===== src/rtl/writeback_stage_if.sv =====
// Handshake and register-file write bus of the writeback stage.
// The master side offers ALU/MEM results; the slave side is the writeback stage itself.
interface writeback_stage_if #(
    parameter int unsigned registerSize  = 8,
    parameter int unsigned vectorSize    = 4,
    parameter int unsigned selectionBits = 2
);
    logic                                       alu_valid;
    logic                                       alu_ready;
    logic [selectionBits:0]                     alu_dest;
    logic [vectorSize-1:0][registerSize-1:0]    alu_data;

    logic                                       mem_valid;
    logic                                       mem_ready;
    logic [selectionBits:0]                     mem_dest;
    logic [vectorSize-1:0][registerSize-1:0]    mem_data;

    logic                                       regWrEnSc;
    logic                                       regWrEnVec;
    logic [selectionBits:0]                     regToWrite;
    logic [vectorSize-1:0][registerSize-1:0]    dataIn;
    logic [2**(selectionBits+1)-1:0]            pend_mask;

    modport master (
        output alu_valid, alu_dest, alu_data,
        output mem_valid, mem_dest, mem_data,
        input  alu_ready, mem_ready,
        input  regWrEnSc, regWrEnVec, regToWrite, dataIn, pend_mask
    );

    modport slave (
        input  alu_valid, alu_dest, alu_data,
        input  mem_valid, mem_dest, mem_data,
        output alu_ready, mem_ready,
        output regWrEnSc, regWrEnVec, regToWrite, dataIn, pend_mask
    );
endinterface


===== src/rtl/writeback_stage.sv =====
// Writeback stage: one-entry ALU and MEM slots, oldest-first arbitration onto the
// single register-file write port, plus a pending-destination mask for hazard stalls.
module writeback_stage #(
    parameter int unsigned registerSize  = 8,
    parameter int unsigned vectorSize    = 4,
    parameter int unsigned selectionBits = 2
) (
    input logic               clk,
    input logic               reset,
    writeback_stage_if.slave  bus
);
    localparam int unsigned DestW   = selectionBits + 1;
    localparam int unsigned NumRegs = 2 ** DestW;

    typedef logic [DestW-1:0]                         dest_t;
    typedef logic [vectorSize-1:0][registerSize-1:0]  data_t;

    logic  alu_v_q, alu_v_d;
    dest_t alu_dest_q, alu_dest_d;
    data_t alu_data_q, alu_data_d;

    logic  mem_v_q, mem_v_d;
    dest_t mem_dest_q, mem_dest_d;
    data_t mem_data_q, mem_data_d;

    logic  mem_older_q, mem_older_d;

    logic  wr_valid_q, wr_valid_d;
    dest_t wr_dest_q, wr_dest_d;
    data_t wr_data_q, wr_data_d;

    logic  alu_grant, mem_grant;
    logic  alu_rdy, mem_rdy;
    logic  alu_acc, mem_acc;
    logic [NumRegs-1:0] pend;

    always_comb begin
        alu_grant = alu_v_q && (!mem_v_q || !mem_older_q);
        mem_grant = mem_v_q && (!alu_v_q || mem_older_q);
        // Ready looks only at slot state, never at the incoming valids.
        alu_rdy   = !reset && (!alu_v_q || alu_grant);
        mem_rdy   = !reset && (!mem_v_q || mem_grant);
        alu_acc   = bus.alu_valid && alu_rdy;
        mem_acc   = bus.mem_valid && mem_rdy;
    end

    always_comb begin
        alu_v_d    = alu_v_q;
        alu_dest_d = alu_dest_q;
        alu_data_d = alu_data_q;
        if (alu_grant) begin
            alu_v_d = 1'b0;
        end
        if (alu_acc) begin
            alu_v_d    = 1'b1;
            alu_dest_d = bus.alu_dest;
            alu_data_d = bus.alu_data;
        end

        mem_v_d    = mem_v_q;
        mem_dest_d = mem_dest_q;
        mem_data_d = mem_data_q;
        if (mem_grant) begin
            mem_v_d = 1'b0;
        end
        if (mem_acc) begin
            mem_v_d    = 1'b1;
            mem_dest_d = bus.mem_dest;
            mem_data_d = bus.mem_data;
        end

        // A fresh ALU entry is younger than a MEM entry that stays put; a fresh MEM
        // entry (alone or tied with ALU) is never the older one.
        mem_older_d = mem_older_q;
        if (alu_acc && mem_acc) begin
            mem_older_d = 1'b0;
        end else if (alu_acc) begin
            mem_older_d = mem_v_q && !mem_grant;
        end else if (mem_acc) begin
            mem_older_d = 1'b0;
        end

        wr_valid_d = alu_grant || mem_grant;
        wr_dest_d  = wr_dest_q;
        wr_data_d  = wr_data_q;
        if (alu_grant) begin
            wr_dest_d = alu_dest_q;
            wr_data_d = alu_data_q;
        end else if (mem_grant) begin
            wr_dest_d = mem_dest_q;
            wr_data_d = mem_data_q;
        end
    end

    always_ff @(posedge clk) begin
        if (reset) begin
            alu_v_q     <= 1'b0;
            alu_dest_q  <= '0;
            alu_data_q  <= '0;
            mem_v_q     <= 1'b0;
            mem_dest_q  <= '0;
            mem_data_q  <= '0;
            mem_older_q <= 1'b0;
            wr_valid_q  <= 1'b0;
            wr_dest_q   <= '0;
            wr_data_q   <= '0;
        end else begin
            alu_v_q     <= alu_v_d;
            alu_dest_q  <= alu_dest_d;
            alu_data_q  <= alu_data_d;
            mem_v_q     <= mem_v_d;
            mem_dest_q  <= mem_dest_d;
            mem_data_q  <= mem_data_d;
            mem_older_q <= mem_older_d;
            wr_valid_q  <= wr_valid_d;
            wr_dest_q   <= wr_dest_d;
            wr_data_q   <= wr_data_d;
        end
    end

    always_comb begin
        pend = '0;
        if (alu_v_q) begin
            pend[alu_dest_q] = 1'b1;
        end
        if (mem_v_q) begin
            pend[mem_dest_q] = 1'b1;
        end
        if (wr_valid_q) begin
            pend[wr_dest_q] = 1'b1;
        end
    end

    assign bus.alu_ready  = alu_rdy;
    assign bus.mem_ready  = mem_rdy;
    assign bus.regWrEnSc  = wr_valid_q && wr_dest_q[selectionBits];
    assign bus.regWrEnVec = wr_valid_q && !wr_dest_q[selectionBits];
    assign bus.regToWrite = wr_dest_q;
    assign bus.dataIn     = wr_data_q;
    assign bus.pend_mask  = pend;
endmodule


===== src/flat_wrapper.sv =====
// flat-port wrapper written by rule: the top's interface ports become plain ports
module writeback_stage_flat 
#(
    parameter int unsigned registerSize  = 8,
    parameter int unsigned vectorSize    = 4,
    parameter int unsigned selectionBits = 2
)
  (clk, reset, bus_alu_valid, bus_alu_dest, bus_alu_data, bus_mem_valid, bus_mem_dest, bus_mem_data, bus_alu_ready, bus_mem_ready, bus_regWrEnSc, bus_regWrEnVec, bus_regToWrite, bus_dataIn, bus_pend_mask);
  writeback_stage_if #(.registerSize(registerSize), .vectorSize(vectorSize), .selectionBits(selectionBits)) bus_i ();
  input logic clk;
  input logic reset;
  input wire logic [$bits(bus_i.alu_valid)-1:0] bus_alu_valid;
  input wire logic [$bits(bus_i.alu_dest)-1:0] bus_alu_dest;
  input wire logic [$bits(bus_i.alu_data)-1:0] bus_alu_data;
  input wire logic [$bits(bus_i.mem_valid)-1:0] bus_mem_valid;
  input wire logic [$bits(bus_i.mem_dest)-1:0] bus_mem_dest;
  input wire logic [$bits(bus_i.mem_data)-1:0] bus_mem_data;
  output wire logic [$bits(bus_i.alu_ready)-1:0] bus_alu_ready;
  output wire logic [$bits(bus_i.mem_ready)-1:0] bus_mem_ready;
  output wire logic [$bits(bus_i.regWrEnSc)-1:0] bus_regWrEnSc;
  output wire logic [$bits(bus_i.regWrEnVec)-1:0] bus_regWrEnVec;
  output wire logic [$bits(bus_i.regToWrite)-1:0] bus_regToWrite;
  output wire logic [$bits(bus_i.dataIn)-1:0] bus_dataIn;
  output wire logic [$bits(bus_i.pend_mask)-1:0] bus_pend_mask;
  assign bus_i.alu_valid = bus_alu_valid;
  assign bus_i.alu_dest = bus_alu_dest;
  assign bus_i.alu_data = bus_alu_data;
  assign bus_i.mem_valid = bus_mem_valid;
  assign bus_i.mem_dest = bus_mem_dest;
  assign bus_i.mem_data = bus_mem_data;
  assign bus_alu_ready = bus_i.alu_ready;
  assign bus_mem_ready = bus_i.mem_ready;
  assign bus_regWrEnSc = bus_i.regWrEnSc;
  assign bus_regWrEnVec = bus_i.regWrEnVec;
  assign bus_regToWrite = bus_i.regToWrite;
  assign bus_dataIn = bus_i.dataIn;
  assign bus_pend_mask = bus_i.pend_mask;
  writeback_stage #(.registerSize(registerSize), .vectorSize(vectorSize), .selectionBits(selectionBits)) u_core (.clk(clk), .reset(reset), .bus(bus_i));
endmodule

===== config.mk =====
export PLATFORM = sky130hd
export DESIGN_NAME = writeback_stage_flat
export DESIGN_NICKNAME = d
export VERILOG_FILES = /design/src/rtl/writeback_stage_if.sv /design/src/rtl/writeback_stage.sv /design/src/flat_wrapper.sv
export SDC_FILE = /design/constraint.sdc
export NUM_CORES = 1
export LEC_CHECK = 0
export BUFFER_PORTS_ARGS = -buffer_cell sky130_fd_sc_hd__clkbuf_2
export CAP_MARGIN = 20
export CORE_MARGIN = 2
export CORE_UTILIZATION = 45
export DETAILED_ROUTE_END_ITERATION = 7
export PLACE_DENSITY = 0.7
export REMOVE_ABC_BUFFERS = 1
export SYNTH_ARGS = -nofsm -noshare
export SYNTH_HDL_FRONTEND = slang
export SYNTH_SLANG_ARGS = --single-unit

===== constraint.sdc =====
create_clock -name clk -period 2.53 [get_ports clk]
set_clock_uncertainty 0.2 [all_clocks]
set_input_delay 0.3795 -clock clk [delete_from_list [all_inputs] [get_ports clk]]
set_output_delay 0.3795 -clock clk [all_outputs]
set_load 0.02 [all_outputs]

Word-level counts from Yosys, hierarchy flattened
Cells that the tools add are included.
W data, S select, Z words.
Storage, ports and cells
  flip-flop bits (word level): 109
  bits in latches: 0
  RAM bits: 0
  bits in read-only memories: 0
  bits of input ports: 74
  output and inout bits: 47
  logic and storage cells: 75
  memories: 0
Operators by class
  $add $sub $neg: 0
  multipliers: 0
  div/mod/pow operators: 0
  order comparisons: 6
  equal/unequal tests: 0
  shifts and indexed selects: 0
  mux-type cells: 19
  bitwise operators: 2
  reductions and logical operators: 29
Operators with widths (count)
  $mux W32: 2
  $mux W8: 3
  $or A8 B8 Y8: 2
  $logic_and A1 B1 Y1: 13
  $lt A3 B4 Y1 const B: 3
  $demux W1 S3: 3
  $ge A3 B1 Y1 const B: 3
  $mux W1: 9
  $reduce_bool A2 Y1: 4
  $logic_not A1 Y1: 6
  $mux W3: 2
  $logic_or A1 B1 Y1: 5
  $reduce_or A2 Y1: 1

Longest topological paths before layout
Gate-level depths: netlist of run 1.
  depth in word-level cells: 9
  depth in mapped cells: 6
  depth with buffers taken out: 3

Worst setup path before layout of run 1
Ideal clock, no wire load.
  path kind: reg2out
  from: register u_core.mem_v_q
  to: output port bus_pend_mask[4]
  arrival time: 1.575 ns
  data required time: 1.951 ns
  setup slack: 0.375 ns
  stages on the path, launching flop included: 4
  path buffers: 1
  path through: dfxtp_1 -> clkbuf_1 -> nand2_1 -> o311ai_0
Between the ends
  cells in the longest elaborated chain, start to end: 3
RTL lines
  start: declaration: line writeback_stage.sv:22  | logic mem_v_q, mem_v_d;
  start signal: assignment: line writeback_stage.sv:111  | mem_v_q <= mem_v_d;
  $mux W8 (*): line writeback_stage.sv:126  | if (mem_v_q) begin
  $or A8 B8 Y8 (no line)
  $mux W8 (*): line writeback_stage.sv:129  | if (wr_valid_q) begin
  end: declaration: line flat_wrapper.sv:24  | output wire logic [$bits(bus_i.pend_mask)-1:0] bus_pend_mask;
Every way passes the cells marked *; elsewhere a longest branch is shown, timed or not.

Worst setup path in the final report of run 1
  from: register u_core.mem_v_q
  to: output port bus_pend_mask[6]
The elaborated chain is that of the path after synthesis.

==> impl_metrics.py, run 1 <==
metrics = {
    "setup_path": {
        "endpoint_kind": "primary output",
        "critPathMaxFanout": 15,
        "crit_family": "flip-flops",
        "path_buf_inv": 1,
        "critical_path_arrival_ns": 1.78,
        "worst-setup-path-type": "register to primary output",
        "startpoint_type": "register",
        "slowest_delay_ns": 0.62,
        "slowest_stage": "dfxtp_1",
        "crit_chain": "nand2_1 -> o311ai_0 -> clkbuf_2",
        "critical_path_required_ns": 1.95,
    },
    "global_routing": {
        "grt_pass1_vias": 3295,
        "grt.met2_usage_pct": 28.5,
        "grt_util_met3_pct": 4.58,
        "grt_usage_pct": 18.7,
        "grt.overflow.total": 0,
        "antenna_found_initial": 0,
        "grt.busiest_layer": "met2",
        "use_met1_pct": 26.0,
        "grt_max_degree": 46,
        "grt_first_pass_wirelength_um": 16600,
    },
    "outcome": {
        "status": "completed",
    },
    "drt": {
        "drt_pre_antenna_iters": 4,
        "vias_per_cell": 5.20,
        "routedWlPerCell_um": 15.4,
        "drt_iter0_markers": 202,
        "ant_nets": 0,
        "wl_um": 10200,
        "vias": 3448,
        "drc": 0,
    },
    "logic_synthesis": {
        "synth_edf_count": 0,
        "yosysWarnings": 0,
        "synth_flop_cell": "dfxtp_1",
        "yosysMostFrequentCell": "dfxtp_1",
        "synth_area_leader_cell": "dfxtp_1",
        "synth_cell_types": 32,
        "ys_seq_elements": 109,
        "seq_area_frac_synth_pct": 47.0,
        "syn_inst": 410,
        "syn_area_per_cell_um2": 11.3,
        "synthArstFlopShare_pct": 0,
        "yosys-top-cells-count": "dfxtp_1 (109), nor2b_1 (58), mux2_2 (40)",
        "synth_area_leaders": "dfxtp_1 (47%), mux2_2 (9.7%), mux2_4 (9.7%)",
        "synth_top_cell_area_share_pct": 47.0,
        "syn_area_mm2": 0.00465,
    },
    "sta": {
        "max_freq_ghz": 0.423,
        "finalWorstSetupSlack_ns": 0.168,
        "whs_ns": 0.0320,
        "finalSetupViolations": 0,
        "worst_pin_slew_ns": 0.855,
        "hold_viol_final": 0,
        "drv_slew": 0,
        "rsz0062_at_grt": "false",
        "fin_crit_sh_pct": 93.3,
        "period_minus_slack_ns": 2.36,
        "slew_headroom_pct": 42.9,
    },
    "clock_tree": {
        "cts_setup_buffers": 0,
        "clockBufferDepth": 2,
        "htreeDepth": 3,
        "clock-sinks": 109,
        "cts_tree": "yes",
        "clk_latency_ns": 0.36,
        "hold_buffers": 0,
        "numCtsBuffers": 9,
        "cts_resized": 0,
        "cts_root_buffer": "clkbuf_8",
        "path_clk_slew_ns": 0.11,
    },
    "die": {
        "coreArea_mm2": 0.0102,
        "die_x_um": 106,
        "ioPinCount": 121,
        "start_util_pct": 45.6,
        "die_h_um": 106,
        "die_area_mm2": 0.0112,
        "num_rows": 37,
    },
    "layout": {
        "fin_nets": 596,
        "final_cells": 663,
        "fin_util_pct": 54.1,
        "seq_area_mm2": 0.00218,
        "drive_gt1_share_pct": 41.6,
        "multiInputGateArea_mm2": 0.00228,
        "final.fill_count": 949,
        "antenna_cells": 0,
        "area_growth_pct": 18.6,
    },
    "placement": {
        "pre_cts_ws_ns": 0.296,
        "place.gp.congestion": 0.961,
        "dp.cells": 647,
        "portBuffers": 120,
        "hpwl_um": 6960,
    },
    "power": {
        "finalPower_mw": 3.35,
        "leakage_nw": 2.59,
        "powerDensity_mw_per_mm2": 609,
        "ir_drop_mv": 0.306,
    },
    "run": {
        "cap_violations": 0,
    },
    "min_path": {
        "hp-class": "input port to register",
    },
}
metal layers:
metal  up-vias  part of all wire [%]
met4         0                   1.1
li1       1673                     -
met1      1639                    48
met2       124                    44
met5         -                     0
met3        12                   6.6
cell usage in the layout, fill, tap and decap left out, types with 2 or more instances in the layout:
cell / n
clkbuf_2: 120
dfxtp_1: 109
nor2b_1: 58
mux2_2: 40
and2_1: 35
a221o_1: 34
mux2_4: 30
and2b_1: 16
nor2_1: 11
nand2_1: 10
clkbuf_8: 9
buf_4: 9
nand3_1: 5
a31oi_1: 4
inv_1: 3
o311ai_0: 3
nand4_1: 3
and3b_1: 3
clkinv_4: 3
nor4bb_1: 2
o21ai_0: 2
o221ai_1: 2
a21oi_1: 2
clkbuf_1: 2
final timing paths:
kind	start	end	slack (ns)	cells after the start
hold / removal	bus_alu_data[18]	u_core.alu_data_q[18]$_SDFFE_PP0P_	0.03	2
setup / recovery	u_core.mem_v_q$_SDFFE_PP0P_	bus_pend_mask[6]	0.17	3
setup reg to reg	u_core.mem_v_q$_SDFFE_PP0P_	u_core.bus.dataIn[15]$_SDFFE_PP0P_	0.30	3
hold reg to reg	u_core.alu_data_q[4]$_SDFFE_PP0P_	u_core.bus.dataIn[4]$_SDFFE_PP0P_	0.28	1
registers in the layout (all words and copies together), names as in the netlist:
name and cells:
u_core.alu_data_q 32, u_core.bus.dataIn 32, u_core.mem_data_q 32, u_core.alu_dest_q 3
u_core.bus.regToWrite 3, u_core.mem_dest_q 3, u_core.alu_v_q 1, u_core.mem_older_q 1
u_core.mem_v_q 1, u_core.wr_valid_q 1
worst reg2reg max path, stage by stage, from the launching register on:
cell,delay [ns]
dfxtp_1,0.62
nor3b_4,0.80
buf_4,0.38
a221o_1,0.19
metrics by stage:
stage	instance area (um2)	TNS, ns
finish	5510	0
global route	5510	0
CTS	5510	0
detailed placement	5330	0
global placement	5330	0
floorplan	4460	-2.14
power by group:
group	switching (mW)	leakage [nW]	internal (mW)
clock network	0.596	0.0856	0.372
registers	0.0783	0.898	1.84
logic	0.219	1.61	0.252
total	0.893	2.59	2.46
area by class of cell:
cell class / instances / area share (%)
multi-input cells: 269 / 41.4
flip-flops and latches: 109 / 39.6
repair buffers: 130 / 12.5
well taps: 136 / 3.09
clock buffers: 11 / 2.38
clock inverters: 5 / 0.818
inverters: 3 / 0.204
logic make-up after synthesis:
logic type | Yosys count | synth area share [%]
AOI/OAI and AO/OA | 49 | 9.56
DFF | 109 | 47.0
buffers and inverters | 32 | 4.25
and+or+nand+nor | 150 | 19.8
muxes | 70 | 19.4
(Power assumes the default switching activity.)
==> run 2, diff against run 1 <==
- CTS_BUF_LIST: not set -> sky130_fd_sc_hd__clkbuf_4
==> run 2 against run 1 <==
  * Routed wire length grew 8.1%
  * Maximum frequency grew 2.1%
  * Design area is 12% higher
  * Non-clock buffer count is 71 higher
  * Global-route usage rose by 1.3 points
  * Setup slack improved by 0.049 ns
==> impl_metrics.py, run 2 (synthesized netlist as in run 1, its figures left out) <==
metrics = {
    "outcome": {
        "status": "completed",
    },
    "setup_path": {
        "ff2ff_path_depth": 4,
        "crit_chain": "buf_4 -> nor2b_1 -> nand2_1 -> o311ai_0 -> clkbuf_2",
        "slowest_stage": "dfxtp_1",
        "slowest_delay_ns": 0.36,
        "critical_path_required_ns": 1.95,
        "worst-setup-path-type": "register to primary output",
        "timing.rr.start": "u_core.mem_older_q$_SDFFE_PP0P_",
        "critical_path_arrival_ns": 1.73,
        "r2r_end": "u_core.bus.dataIn[23]$_SDFFE_PP0P_",
        "startpoint_type": "register",
        "endpoint_kind": "primary output",
        "r2r_setup_slack_ns": 0.34,
        "critPathMaxFanout": 14,
    },
    "global_routing": {
        "antenna_found_initial": 0,
        "grt_usage_pct": 20.0,
        "grt_pass1_vias": 3648,
        "grt_max_degree": 46,
        "grt_first_pass_wirelength_um": 17900,
        "grt.overflow.total": 0,
    },
    "drt": {
        "drt_iter0_markers": 200,
        "drt_pre_antenna_iters": 4,
        "vias": 3721,
        "ant_nets": 0,
        "vias_per_cell": 5.07,
        "routedWlPerCell_um": 15.0,
        "wl_um": 11000,
        "drc": 0,
    },
    "sta": {
        "period_minus_slack_ns": 2.31,
        "slew_headroom_pct": 43.6,
        "tns_ns": 0,
        "drv_slew": 0,
        "rsz0062_at_grt": "false",
        "finalSetupViolations": 0,
        "worst_pin_slew_ns": 0.845,
        "max_freq_ghz": 0.432,
        "fin_crit_sh_pct": 91.4,
        "whs_ns": 0.0216,
        "hold_viol_final": 0,
        "finalWorstSetupSlack_ns": 0.217,
    },
    "power": {
        "powerDensity_mw_per_mm2": 534,
        "finalPower_mw": 3.30,
        "ir_drop_mv": 0.315,
        "leakage_nw": 2.87,
    },
    "placement": {
        "hpwl_um": 6960,
        "pre_cts_ws_ns": 0.296,
        "place.gp.congestion": 0.961,
        "dp.cells": 647,
        "portBuffers": 120,
    },
    "min_path": {
        "min_path_cells": 3,
        "hold-path-endpoint": "u_core.mem_v_q$_SDFFE_PP0P_",
        "hp-class": "input port to register",
        "min_from": "bus_mem_valid",
    },
    "clock_tree": {
        "cts_tree": "yes",
        "clockBufferDepth": 2,
        "clock-sinks": 109,
        "numCtsBuffers": 9,
        "cts_root_buffer": "clkbuf_4",
        "path_clk_slew_ns": 0.17,
        "cts_setup_buffers": 0,
        "clk_latency_ns": 0.45,
        "htreeDepth": 3,
    },
    "layout": {
        "final.fill_count": 875,
        "final_cells": 734,
        "fin_nets": 667,
        "drive_gt1_share_pct": 37.1,
        "layout_commonest_cell": "clkbuf_2",
        "area_growth_pct": 32.8,
        "antenna_cells": 0,
        "layout_common_cells": "clkbuf_2 (120), dfxtp_1 (108), dlygate4sd3_1 (71), nor2b_1 (58), mux2_2 (40)",
    },
    "die": {
        "die_h_um": 106,
        "die_area_mm2": 0.0112,
        "start_util_pct": 45.6,
        "coreArea_mm2": 0.0102,
        "ioPinCount": 121,
        "num_rows": 37,
        "die_x_um": 106,
    },
    "run": {
        "cap_violations": 0,
    },
}
==> run 2: worst max-delay path: cells and delay by family (launching register included) <==
| kind | cells | cell delay, ns |
|---|---|---|
| AND/OR/NAND/NOR | 2 | 0.36 |
| AO/OA/AOI/OAI | 1 | 0.13 |
| flip-flops | 1 | 0.36 |
| buffers and inverters | 2 | 0.44 |
==> run 2: worst max path at each step <==
stage                                      from                                  to  slack [ns]  cells after the start
floorplan           u_core.alu_v_q$_SDFFE_PP0P_  u_core.mem_data_q[14]$_SDFFE_PP0P_       -0.13                      3
global placement    u_core.mem_v_q$_SDFFE_PP0P_  u_core.bus.dataIn[24]$_SDFFE_PP0P_        0.37                      3
detailed placement  u_core.mem_v_q$_SDFFE_PP0P_  u_core.bus.dataIn[23]$_SDFFE_PP0P_        0.30                      3
CTS                 u_core.mem_v_q$_SDFFE_PP0P_                    bus_pend_mask[6]        0.09                      3
global route        u_core.mem_v_q$_SDFFE_PP0P_                    bus_pend_mask[6]        0.10                      3
finish              u_core.alu_v_q$_SDFFE_PP0P_                    bus_pend_mask[0]        0.22                      5
==> run 2: report_power, final <==
group | internal, mW | switching (mW)
clock | 0.238 | 0.582
sequential | 1.84 | 0.0786
combinational | 0.323 | 0.237
==> run 2: per-stage QoR <==
| step | area, um2 | utilization [%] |
|---|---|---|
| after floorplan | 4460 | - |
| after global placement | 5330 | 52.4 |
| after detailed placement | 5330 | 52.4 |
| after CTS | 6170 | 60.6 |
| after global routing | 6170 | 60.6 |
| final | 6170 | 60.6 |
==> run 2: timing repair <==
| item | 4_1_cts | 5_1_grt |
|---|---|---|
| endpoints found under the setup margin | 0 | 2 |
| endpoints found under the hold margin | 72 | 0 |
| hold buffers | 71 | 0 |
| gates resized for setup | 0 | 1 |
==> run 2: final cells by class <==
class / instances / area [um2] / area share [%]
Clock buffer: 11 / 82.6 / 1.34
Inverter: 3 / 11.3 / 0.182
Tap cell: 136 / 170 / 2.76
Clock inverter: 5 / 45.0 / 0.730
Multi-Input combinational cell: 269 / 2280 / 37.0
Sequential cell: 109 / 2180 / 35.4
Timing Repair Buffer: 201 / 1400 / 22.7
==> run 2: metal layers <==
layer	up-vias	part of all wire, %	track usage [%]
met5	-	0	0
met4	0	1.3	6.02
met3	14	6.1	4.45
met2	132	46	32.3
met1	1758	47	26.9
li1	1817	-	-
